==> config.mk <==
export PLATFORM = sky130hd
export DESIGN_NAME = if_prefetch_queue
export DESIGN_NICKNAME = d
export VERILOG_FILES = /design/src/rtl/if_prefetch_queue.sv
export SDC_FILE = /design/constraint.sdc
export NUM_CORES = 1
export LEC_CHECK = 0
export ABC_AREA = 1
export CORE_MARGIN = 2
export CORE_UTILIZATION = 39
export DETAILED_ROUTE_END_ITERATION = 12
export HOLD_SLACK_MARGIN = 0.08
export PLACE_DENSITY = 0.6
export SLEW_MARGIN = 5
export SYNTH_ARGS = -nofsm -noshare
export SYNTH_HDL_FRONTEND = slang
export SYNTH_SLANG_ARGS = --single-unit
export TNS_END_PERCENT = 5
==> constraint.sdc <==
create_clock -name clk -period 7 [get_ports clk]
set_input_delay 1.4 -clock clk [delete_from_list [all_inputs] [get_ports clk]]
set_output_delay 1.4 -clock clk [all_outputs]
set_load 0.01 [all_outputs]
==> src/rtl/if_prefetch_queue.sv <==
// Instruction prefetch queue between the CPU fetch port and a registered instruction ROM.
// Issues sequential ROM reads, captures each returned word with its address in a small
// FIFO and presents the head to the fetch stage through a valid/ready handshake. A
// redirect (flush_i) discards queued words and the response still in flight, then
// restarts fetching at flush_pc_i.
//
// Ports:
//   clk, rst        clock, asynchronous active-high reset
//   rom_ce_o        ROM read enable (one request per cycle when high)
//   rom_addr_o      ROM byte address of the request
//   rom_data_i      ROM read data, valid one cycle after the request
//   flush_i         redirect request; flush_pc_i is the redirect target
//   inst_valid_o    head of queue valid
//   inst_o          head instruction word
//   inst_pc_o       head instruction address
//   inst_ready_i    consumer accepts the head when inst_valid_o & inst_ready_i
//   stat_flush_o    (IF_PREFETCH_STATS_EN only) saturating count of flushes
//   stat_starve_o   (IF_PREFETCH_STATS_EN only) saturating count of cycles with
//                   inst_valid_o=0 and inst_ready_i=1
//
// Optional feature: define IF_PREFETCH_STATS_EN to add the two statistics counters.
// All outputs come straight from flops; inputs only reach next-state logic.

module if_prefetch_queue #(
  parameter int unsigned DEPTH    = 4,
  parameter logic [31:0] RESET_PC = 32'h0000_0000,
  parameter int unsigned PC_STEP  = 4
) (
  input  logic        clk,
  input  logic        rst,
  output logic        rom_ce_o,
  output logic [31:0] rom_addr_o,
  input  logic [31:0] rom_data_i,
  input  logic        flush_i,
  input  logic [31:0] flush_pc_i,
  output logic        inst_valid_o,
  output logic [31:0] inst_o,
  output logic [31:0] inst_pc_o,
  input  logic        inst_ready_i
`ifdef IF_PREFETCH_STATS_EN
  ,
  output logic [31:0] stat_flush_o,
  output logic [31:0] stat_starve_o
`endif
);

  localparam int unsigned AW = $clog2(DEPTH);
  localparam int unsigned CW = $clog2(DEPTH) + 1;

  typedef enum logic [0:0] {StRun, StRedirect} state_e;

  state_e          state_q, state_d;
  logic [31:0]     fetch_pc_q, fetch_pc_d;
  logic            rom_ce_q, rom_ce_d;
  logic [31:0]     rom_addr_q, rom_addr_d;
  logic            resp_q;      // a ROM response is on rom_data_i this cycle
  logic [31:0]     resp_pc_q;   // address of that response
  logic [CW-1:0]   used_q, used_d;   // queued entries plus requests not yet written
  logic [CW-1:0]   count_q, count_d;
  logic [AW-1:0]   rd_ptr_q, rd_ptr_d;
  logic [AW-1:0]   wr_ptr_q, wr_ptr_d;
  logic            valid_q, valid_d;
  logic [31:0]     inst_q, inst_d;
  logic [31:0]     inst_pc_q, inst_pc_d;
  logic [31:0]     mem_inst_q [DEPTH];
  logic [31:0]     mem_pc_q   [DEPTH];

  logic            pop;
  logic            push;
  logic [CW-1:0]   cnt_after_pop;
  logic [CW-1:0]   used_after_pop;

  assign pop = valid_q & inst_ready_i;
  // REDIRECT doubles as the kill flag: the response arriving then belongs to a request
  // issued before the flush. A response during the flush cycle itself is dropped too.
  assign push = resp_q & (state_q == StRun) & ~flush_i;

  always_comb begin
    state_d        = state_q;
    fetch_pc_d     = fetch_pc_q;
    rom_ce_d       = 1'b0;
    rom_addr_d     = rom_addr_q;
    used_d         = used_q;
    count_d        = count_q;
    rd_ptr_d       = rd_ptr_q;
    wr_ptr_d       = wr_ptr_q;
    inst_d         = inst_q;
    inst_pc_d      = inst_pc_q;
    cnt_after_pop  = count_q - CW'(pop);
    used_after_pop = used_q - CW'(pop);

    if (flush_i) begin
      // Flush beats issue: nothing is launched for next cycle and the queue empties.
      state_d    = StRedirect;
      fetch_pc_d = flush_pc_i;
      used_d     = '0;
      count_d    = '0;
      rd_ptr_d   = wr_ptr_q;
    end else begin
      state_d = StRun;
      if (pop) begin
        rd_ptr_d = rd_ptr_q + 1'b1;
      end
      if (push) begin
        wr_ptr_d = wr_ptr_q + 1'b1;
        count_d  = cnt_after_pop + 1'b1;
      end else begin
        count_d  = cnt_after_pop;
      end
      // Reserve a slot at decision time so a full queue never receives a response.
      if (used_after_pop < CW'(DEPTH)) begin
        rom_ce_d   = 1'b1;
        rom_addr_d = fetch_pc_q;
        fetch_pc_d = fetch_pc_q + PC_STEP;
        used_d     = used_after_pop + 1'b1;
      end else begin
        used_d     = used_after_pop;
      end
    end

    valid_d = (count_d != '0);
    // Head registers only change when something is queued, so they hold when empty.
    if (valid_d) begin
      if (push && (cnt_after_pop == '0)) begin
        inst_d    = rom_data_i;
        inst_pc_d = resp_pc_q;
      end else begin
        inst_d    = mem_inst_q[rd_ptr_d];
        inst_pc_d = mem_pc_q[rd_ptr_d];
      end
    end
  end

  always_ff @(posedge clk or posedge rst) begin
    if (rst) begin
      state_q    <= StRun;
      fetch_pc_q <= RESET_PC;
      rom_ce_q   <= 1'b0;
      rom_addr_q <= '0;
      resp_q     <= 1'b0;
      resp_pc_q  <= '0;
      used_q     <= '0;
      count_q    <= '0;
      rd_ptr_q   <= '0;
      wr_ptr_q   <= '0;
      valid_q    <= 1'b0;
      inst_q     <= '0;
      inst_pc_q  <= '0;
    end else begin
      state_q    <= state_d;
      fetch_pc_q <= fetch_pc_d;
      rom_ce_q   <= rom_ce_d;
      rom_addr_q <= rom_addr_d;
      resp_q     <= rom_ce_q;
      resp_pc_q  <= rom_addr_q;
      used_q     <= used_d;
      count_q    <= count_d;
      rd_ptr_q   <= rd_ptr_d;
      wr_ptr_q   <= wr_ptr_d;
      valid_q    <= valid_d;
      inst_q     <= inst_d;
      inst_pc_q  <= inst_pc_d;
    end
  end

  // Storage needs no reset: entries are only read once written.
  always_ff @(posedge clk) begin
    if (push) begin
      mem_inst_q[wr_ptr_q] <= rom_data_i;
      mem_pc_q[wr_ptr_q]   <= resp_pc_q;
    end
  end

  assign rom_ce_o     = rom_ce_q;
  assign rom_addr_o   = rom_addr_q;
  assign inst_valid_o = valid_q;
  assign inst_o       = inst_q;
  assign inst_pc_o    = inst_pc_q;

`ifdef IF_PREFETCH_STATS_EN
  logic [31:0] stat_flush_q, stat_flush_d;
  logic [31:0] stat_starve_q, stat_starve_d;

  always_comb begin
    stat_flush_d  = stat_flush_q;
    stat_starve_d = stat_starve_q;
    if (flush_i && (stat_flush_q != '1)) begin
      stat_flush_d = stat_flush_q + 32'd1;
    end
    if (!valid_q && inst_ready_i && (stat_starve_q != '1)) begin
      stat_starve_d = stat_starve_q + 32'd1;
    end
  end

  always_ff @(posedge clk or posedge rst) begin
    if (rst) begin
      stat_flush_q  <= '0;
      stat_starve_q <= '0;
    end else begin
      stat_flush_q  <= stat_flush_d;
      stat_starve_q <= stat_starve_d;
    end
  end

  assign stat_flush_o  = stat_flush_q;
  assign stat_starve_o = stat_starve_q;
`endif

endmodule

==> flow_summary.ini, run 1 <==
[timing]
timing.final.ws_setup_ns = 2.310
hold_viol = 0
slew_violations = 0
fmax_mhz = 213.2
relSlewSlack = 0.1915
whs_ns = 0.4052
tightest_slew_ns = 1.213
rsz0062_at_grt = false
setup_viol = 0
post-route-period-util = 0.6700
post-route-min-period_ns = 4.690
skew_ns = 0.01469
tns_ns = 0

[clock_tree]
clkSinkCount = 430
cts_resized = 0
clkSlewWorstSetupHoldPaths_ns = 0.06
clk-insertion-delay-late_ns = 0.57
cts_hold_buf = 0
ctsLongestPathBuffers = 3
cts_made_buffers = 46
ctsHtreeMaxLevel = 2
cts_tree = yes
cts-root-buf = clkbuf_16
postCtsSetupBuffers = 0

[power]
power_density_nw_per_um2 = 419.6
p_comb_frac = 0.351
switching_power_mw = 3.534
pwr-share-seq = 0.405
pwr-share-clk = 0.244
peakVddDrop_mv = 0.2368
p_int_mw = 5.978
p_sw_frac = 0.3715
p_leak_nw = 9.890

[route]
vias = 14060
via_per_inst = 5.038
top_layer = met4
met2_length_mm = 23.81
final_antenna_net_count = 0
wire_per_inst_um = 17.76
firstDrtPassIters = 5
first_iter_violations = 1225
drcViolationCount = 0
drt-total-wl_mm = 49.58
dr_wl_met3_mm = 2.734
wl_met1_mm = 22.06

[global_route]
grt_pass1_vias = 13830
grtUsageTotal = 0.1960
overflow = 0
grt_pass1_wl_mm = 77.81
grt_max_degree = 125
antenna_found_initial = 0

[critical_path]
setup.worst_path.start_class = input port
ff2ff_path_depth = 12
r2r-end = inst_pc_o[28]
worstSetupPathType = input port to register
worst-path-max-fanout = 66
rrSetupSlack_ns = 3.16
reg2reg_from = inst_valid_o
critical_path_arrival_ns = 5.18
required_ns = 7.49
cp-end-kind = register

[synthesis]
yosysWarnings = 0
synth_edf_count = 256
synth.distinct_cells = 35
seq_area_frac_synth = 0.6244
synth_top_area_frac = 0.3986
synthCells = 1980
synth_flop_cell = edfxtp_1
synthArstFlopShare = 0.4047
synth_most_common_cell = nand2_1
syn_area_per_cell_um2 = 9.740
netlist_top_cells_area = edfxtp_1, dfrtp_1, nand3_1
synth_commonest_cells = nand2_1, nand3_1, inv_1, edfxtp_1, dfrtp_1
synth_area_um2 = 19290
yosysTopAreaCell = edfxtp_1
syn_nets = 2059
synth_seq_cells = 430

[hold_path]
hp-class = register to register
min_delay_path_depth = 0
min_from = rom_addr_o[22]
min_to = resp_pc_q[22]

[final_layout]
drive_gt1_frac = 0.06350
final_nets = 2167
areaGrowthSynthToFinish_pct = 17.54
finalCoreUtilization = 0.4641

[floorplanning]
fp.dieH_um = 226.4
coreArea_um2 = 48850
rows = 81
start_util = 0.3948
die_x_um = 226.4
io_pins = 166
die-area_um2 = 51250

[placed_design]
portBuffers = 165
dp_hpwl_mm = 27.93
gp_congestion = 0.8018
post-place-ws_ns = 1.758

[run]
drv_cap = 0

[status]
status = completed
-- metrics by stage --
step | area (µm²) | total power, mW | instances
after floorplan | 19290 | 5.931 | 1980
after global placement | 21230 | 7.165 | 2704
after detailed placement | 21230 | 7.260 | 2704
after CTS | 22670 | 9.608 | 2790
after global routing | 22670 | 10.13 | 2790
final | 22670 | 9.512 | 2791
-- area by class of cell --
class                      count  area, µm²
antenna                        1      2.502
multi-input combinational   1165       5587
sequential                   430      12040
timing repair buffer         182       1774
tap                          664      830.8
clock inverter                15      113.9
clock buffer                  71       1325
inverter                     263      994.7
fill                        4660      26180
-- critical path, stage by stage --
cell	delay, ns
clkdlybuf4s50_1	0.47
nand2_2	0.14
inv_1	0.06
ha_1	0.18
ha_1	0.29
inv_1	0.09
ha_1	0.17
nand2_1	0.06
nand2_1	0.11
nand3_4	0.79
nand2_4	1.12
nor2_1	0.10
a21oi_1	0.17
-- state kept, by name, indices dropped and copies added, names as in the netlist, 32 cells and up --
register	cells
inst_o	32
inst_pc_o	32
mem_inst_q	128
resp_pc_q	32
mem_pc_q	128
rom_addr_o	32
fetch_pc_q	32
-- power groups by stage --
stage / sequential (mW) / combinational (mW) / clock, mW
after floorplan: 3.83 / 2.10 / 0
after global placement: 3.88 / 3.28 / 0
after detailed placement: 3.90 / 3.36 / 0
after CTS: 3.85 / 3.38 / 2.38
after global routing: 3.92 / 3.73 / 2.48
final: 3.85 / 3.34 / 2.32
-- cell usage in the layout, fill, tap and decap left out, types with 2 or more instances in the layout --
cell             instances
nor2_2                   8
clkinv_2                 7
inv_6                    2
o311ai_0                 5
a21oi_2                  3
nand3_2                 17
o211ai_1                13
inv_1                  257
nand3_1                340
clkbuf_8                 8
nor2_1                 159
clkbuf_1                17
clkinv_1                 5
nand2_2                  5
nand3b_1                 4
nor2_4                   6
nand4_1                 13
o2111ai_1                4
o21a_1                   5
nand2_1                384
o21ai_0                 36
inv_2                    4
nand3_4                  3
ha_1                    11
nand2_4                  4
edfxtp_1               256
clkdlybuf4s50_1        164
buf_4                   17
clkbuf_16               46
xor2_1                   7
dfrtp_1                174
a21oi_1                129
nor3_1                   5
-- how the worst max path moves through the flow --
stage	start	endpoint	slack (ns)	depth (start not counted)
CTS	inst_ready_i	inst_pc_o[28]	2.35	13
detailed placement	inst_ready_i	inst_pc_o[28]	1.76	13
global route	inst_ready_i	inst_pc_o[9]	2.09	13
finish	inst_ready_i	inst_pc_o[28]	2.31	13
global placement	inst_ready_i	inst_pc_o[6]	1.84	13
floorplan	rst	count_q[0]	0.88	1
-- cells by family after synthesis --
family          Yosys count  share of synthesized area
flops                   430                     0.6244
simple gates            950                     0.2191
xor+xnor                  7                   0.003179
fa+ha+maj                11                   0.007136
compound gates          197                    0.05612
buf+inv                 385                    0.09011
-- metal layers --
metal	global-route usage	vias to the layer above
li1	-	6749
met5	0	-
met3	0.02929	80
met4	0.05772	0
met1	0.2657	6838
met2	0.3265	394
Note: power is estimated with default switching activity, not from simulation.
==> inputs of run 2 (changes only) <==
==> constraint.sdc (replaced) <==
create_clock -name clk -period 4.8 [get_ports clk]
set_input_delay 0.96 -clock clk [delete_from_list [all_inputs] [get_ports clk]]
set_output_delay 0.96 -clock clk [all_outputs]
set_load 0.01 [all_outputs]
==> flow_summary.ini, run 2 (same netlist as run 1, synthesis figures left out) <==
[floorplanning]
rows = 81
die-area_um2 = 51250
io_pins = 166
die_x_um = 226.4
start_util = 0.3948
coreArea_um2 = 48850
fp.dieH_um = 226.4

[placed_design]
dp_cells = 2715
placed_area_um2 = 21390
dp_hpwl_mm = 28.36
gp_congestion = 0.8360
portBuffers = 165

[final_layout]
fin_area_um2 = 22860
final-instance-count-excl-fill = 2802
areaGrowthSynthToFinish_pct = 18.52
final_nets = 2179
layout_commonest_cell = nand2_1
drive_gt1_frac = 0.06969
reg_top3 = mem_inst_q: 128 flops, mem_pc_q: 128 flops
diodes = 0
layout_common_cells = nand2_1, nand3_1, inv_1

[power]
peakVddDrop_mv = 0.2762
p_sw_frac = 0.3692
p_comb_frac = 0.352
pwr-share-seq = 0.401
power.total_mw = 13.98
switching_power_mw = 5.160
pwr-share-clk = 0.247
p_leak_nw = 9.976
power_density_nw_per_um2 = 611.5
p_int_mw = 8.817

[timing]
hold_viol = 0
post-route-period-util = 0.7057
tns_ns = 0
setup_viol = 0
rsz0062_at_grt = false
skew_ns = 0.01841
post-route-min-period_ns = 3.387
fmax_mhz = 295.2
slew_violations = 0
tightest_slew_ns = 1.286
relSlewSlack = 0.1425

[global_route]
grt_pass1_vias = 13890
grt_max_degree = 175
grt_pass1_wl_mm = 77.78
grtUsageTotal = 0.1951
overflow = 0
antenna_found_initial = 0

[clock_tree]
clkSinkCount = 430
cts_tree = yes
cts_made_buffers = 47
clkSlewWorstSetupHoldPaths_ns = 0.06
cts-root-buf = clkbuf_16
cts_resized = 0
ctsLongestPathBuffers = 3
cts_hold_buf = 0
clk-insertion-delay-late_ns = 0.58
postCtsSetupBuffers = 0
ctsHtreeMaxLevel = 2

[route]
first_iter_violations = 955
wire_per_inst_um = 17.53
wl_met1_mm = 21.84
final_antenna_net_count = 0
drt-total-wl_mm = 49.13
top_layer = met4
met2_length_mm = 24.00
firstDrtPassIters = 6
via_per_inst = 4.956
drcViolationCount = 0
dr_wl_met3_mm = 2.540
vias = 13890

[critical_path]
setup.worst_path.start_class = input port
critical_path_arrival_ns = 3.88
worstSetupPathType = input port to register
crit_family = buffers and inverters
cpMostUsedCell = nand2_1
cp_slowest_stage_delay_ns = 0.70
worst-path-max-fanout = 64
path_buf_inv = 5
cp_slowest_cell = buf_4
cp-end-kind = register
required_ns = 5.29
crit_chain = clkdlybuf4s50_1, nand2_2, inv_1, ha_1, ha_1, inv_1, ha_1, nand2_1, nand2_1, nand2_1, nand2_1, inv_2, buf_4, a21oi_1, a21oi_1

[status]
status = completed

[run]
drv_cap = 0

[hold_path]
hp-class = register to register
==> run 2: cell count changes in the layout (fill, tap and decap cells not counted), moves of 2 or more <==
cell        before  now
buf_4           17   21
clkinvlp_4       0    3
clkinv_2         7    9
clkbuf_1        17   15
buf_12           0    7
clkbuf_8         8    5
==> run 2: final cells by class <==
type | count | area (µm²)
multi-input combinational | 1165 | 5587
tap | 664 | 830.8
inverter | 263 | 991.0
sequential | 430 | 12040
clock buffer | 67 | 1301
fill | 4575 | 25990
timing repair buffer | 193 | 1944
clock inverter | 20 | 161.4
==> run 2: power groups by stage <==
| stage | logic, mW | registers, mW | clock network [mW] |
|---|---|---|---|
| floorplan | 3.06 | 5.59 | 0 |
| global placement | 4.85 | 5.66 | 0 |
| detailed placement | 4.97 | 5.69 | 0 |
| CTS | 4.99 | 5.62 | 3.53 |
| global route | 5.50 | 5.71 | 3.68 |
| finish | 4.92 | 5.61 | 3.45 |
==> run 2: final timing paths <==
| kind | startpoint | end | slack [ns] | cells past startpoint |
|---|---|---|---|---|
| worst max register to register | inst_valid_o | inst_pc_o[23] | 1.82 | 14 |
| min in group asynchronous | rst | fetch_pc_q[1] | 0.96 | 3 |
| worst min register to register | rom_addr_o[3] | resp_pc_q[3] | 0.41 | 0 |
| worst min-delay path | rom_addr_o[3] | resp_pc_q[3] | 0.41 | 0 |
| max in group asynchronous | rst | inst_o[19] | 2.97 | 3 |
| worst max-delay path | inst_ready_i | inst_pc_o[23] | 1.41 | 15 |
==> run 2: layer usage <==
layer  GRT usage  vias up
met3     0.03473       64
met5           0        -
met2      0.3313      348
met4     0.04754        0
li1            -     6782
met1      0.2596     6694
==> run 2: per-stage QoR <==
step	utilization	hold slack, ns	setup WS (ns)
after CTS	0.4679	0.4032	1.435
after detailed placement	0.4380	0.3911	0.8351
final	0.4679	0.4107	1.413
after floorplan	-	0.4160	0.4019
after global placement	0.4380	0.3904	0.9034
after global routing	0.4679	0.4157	1.187
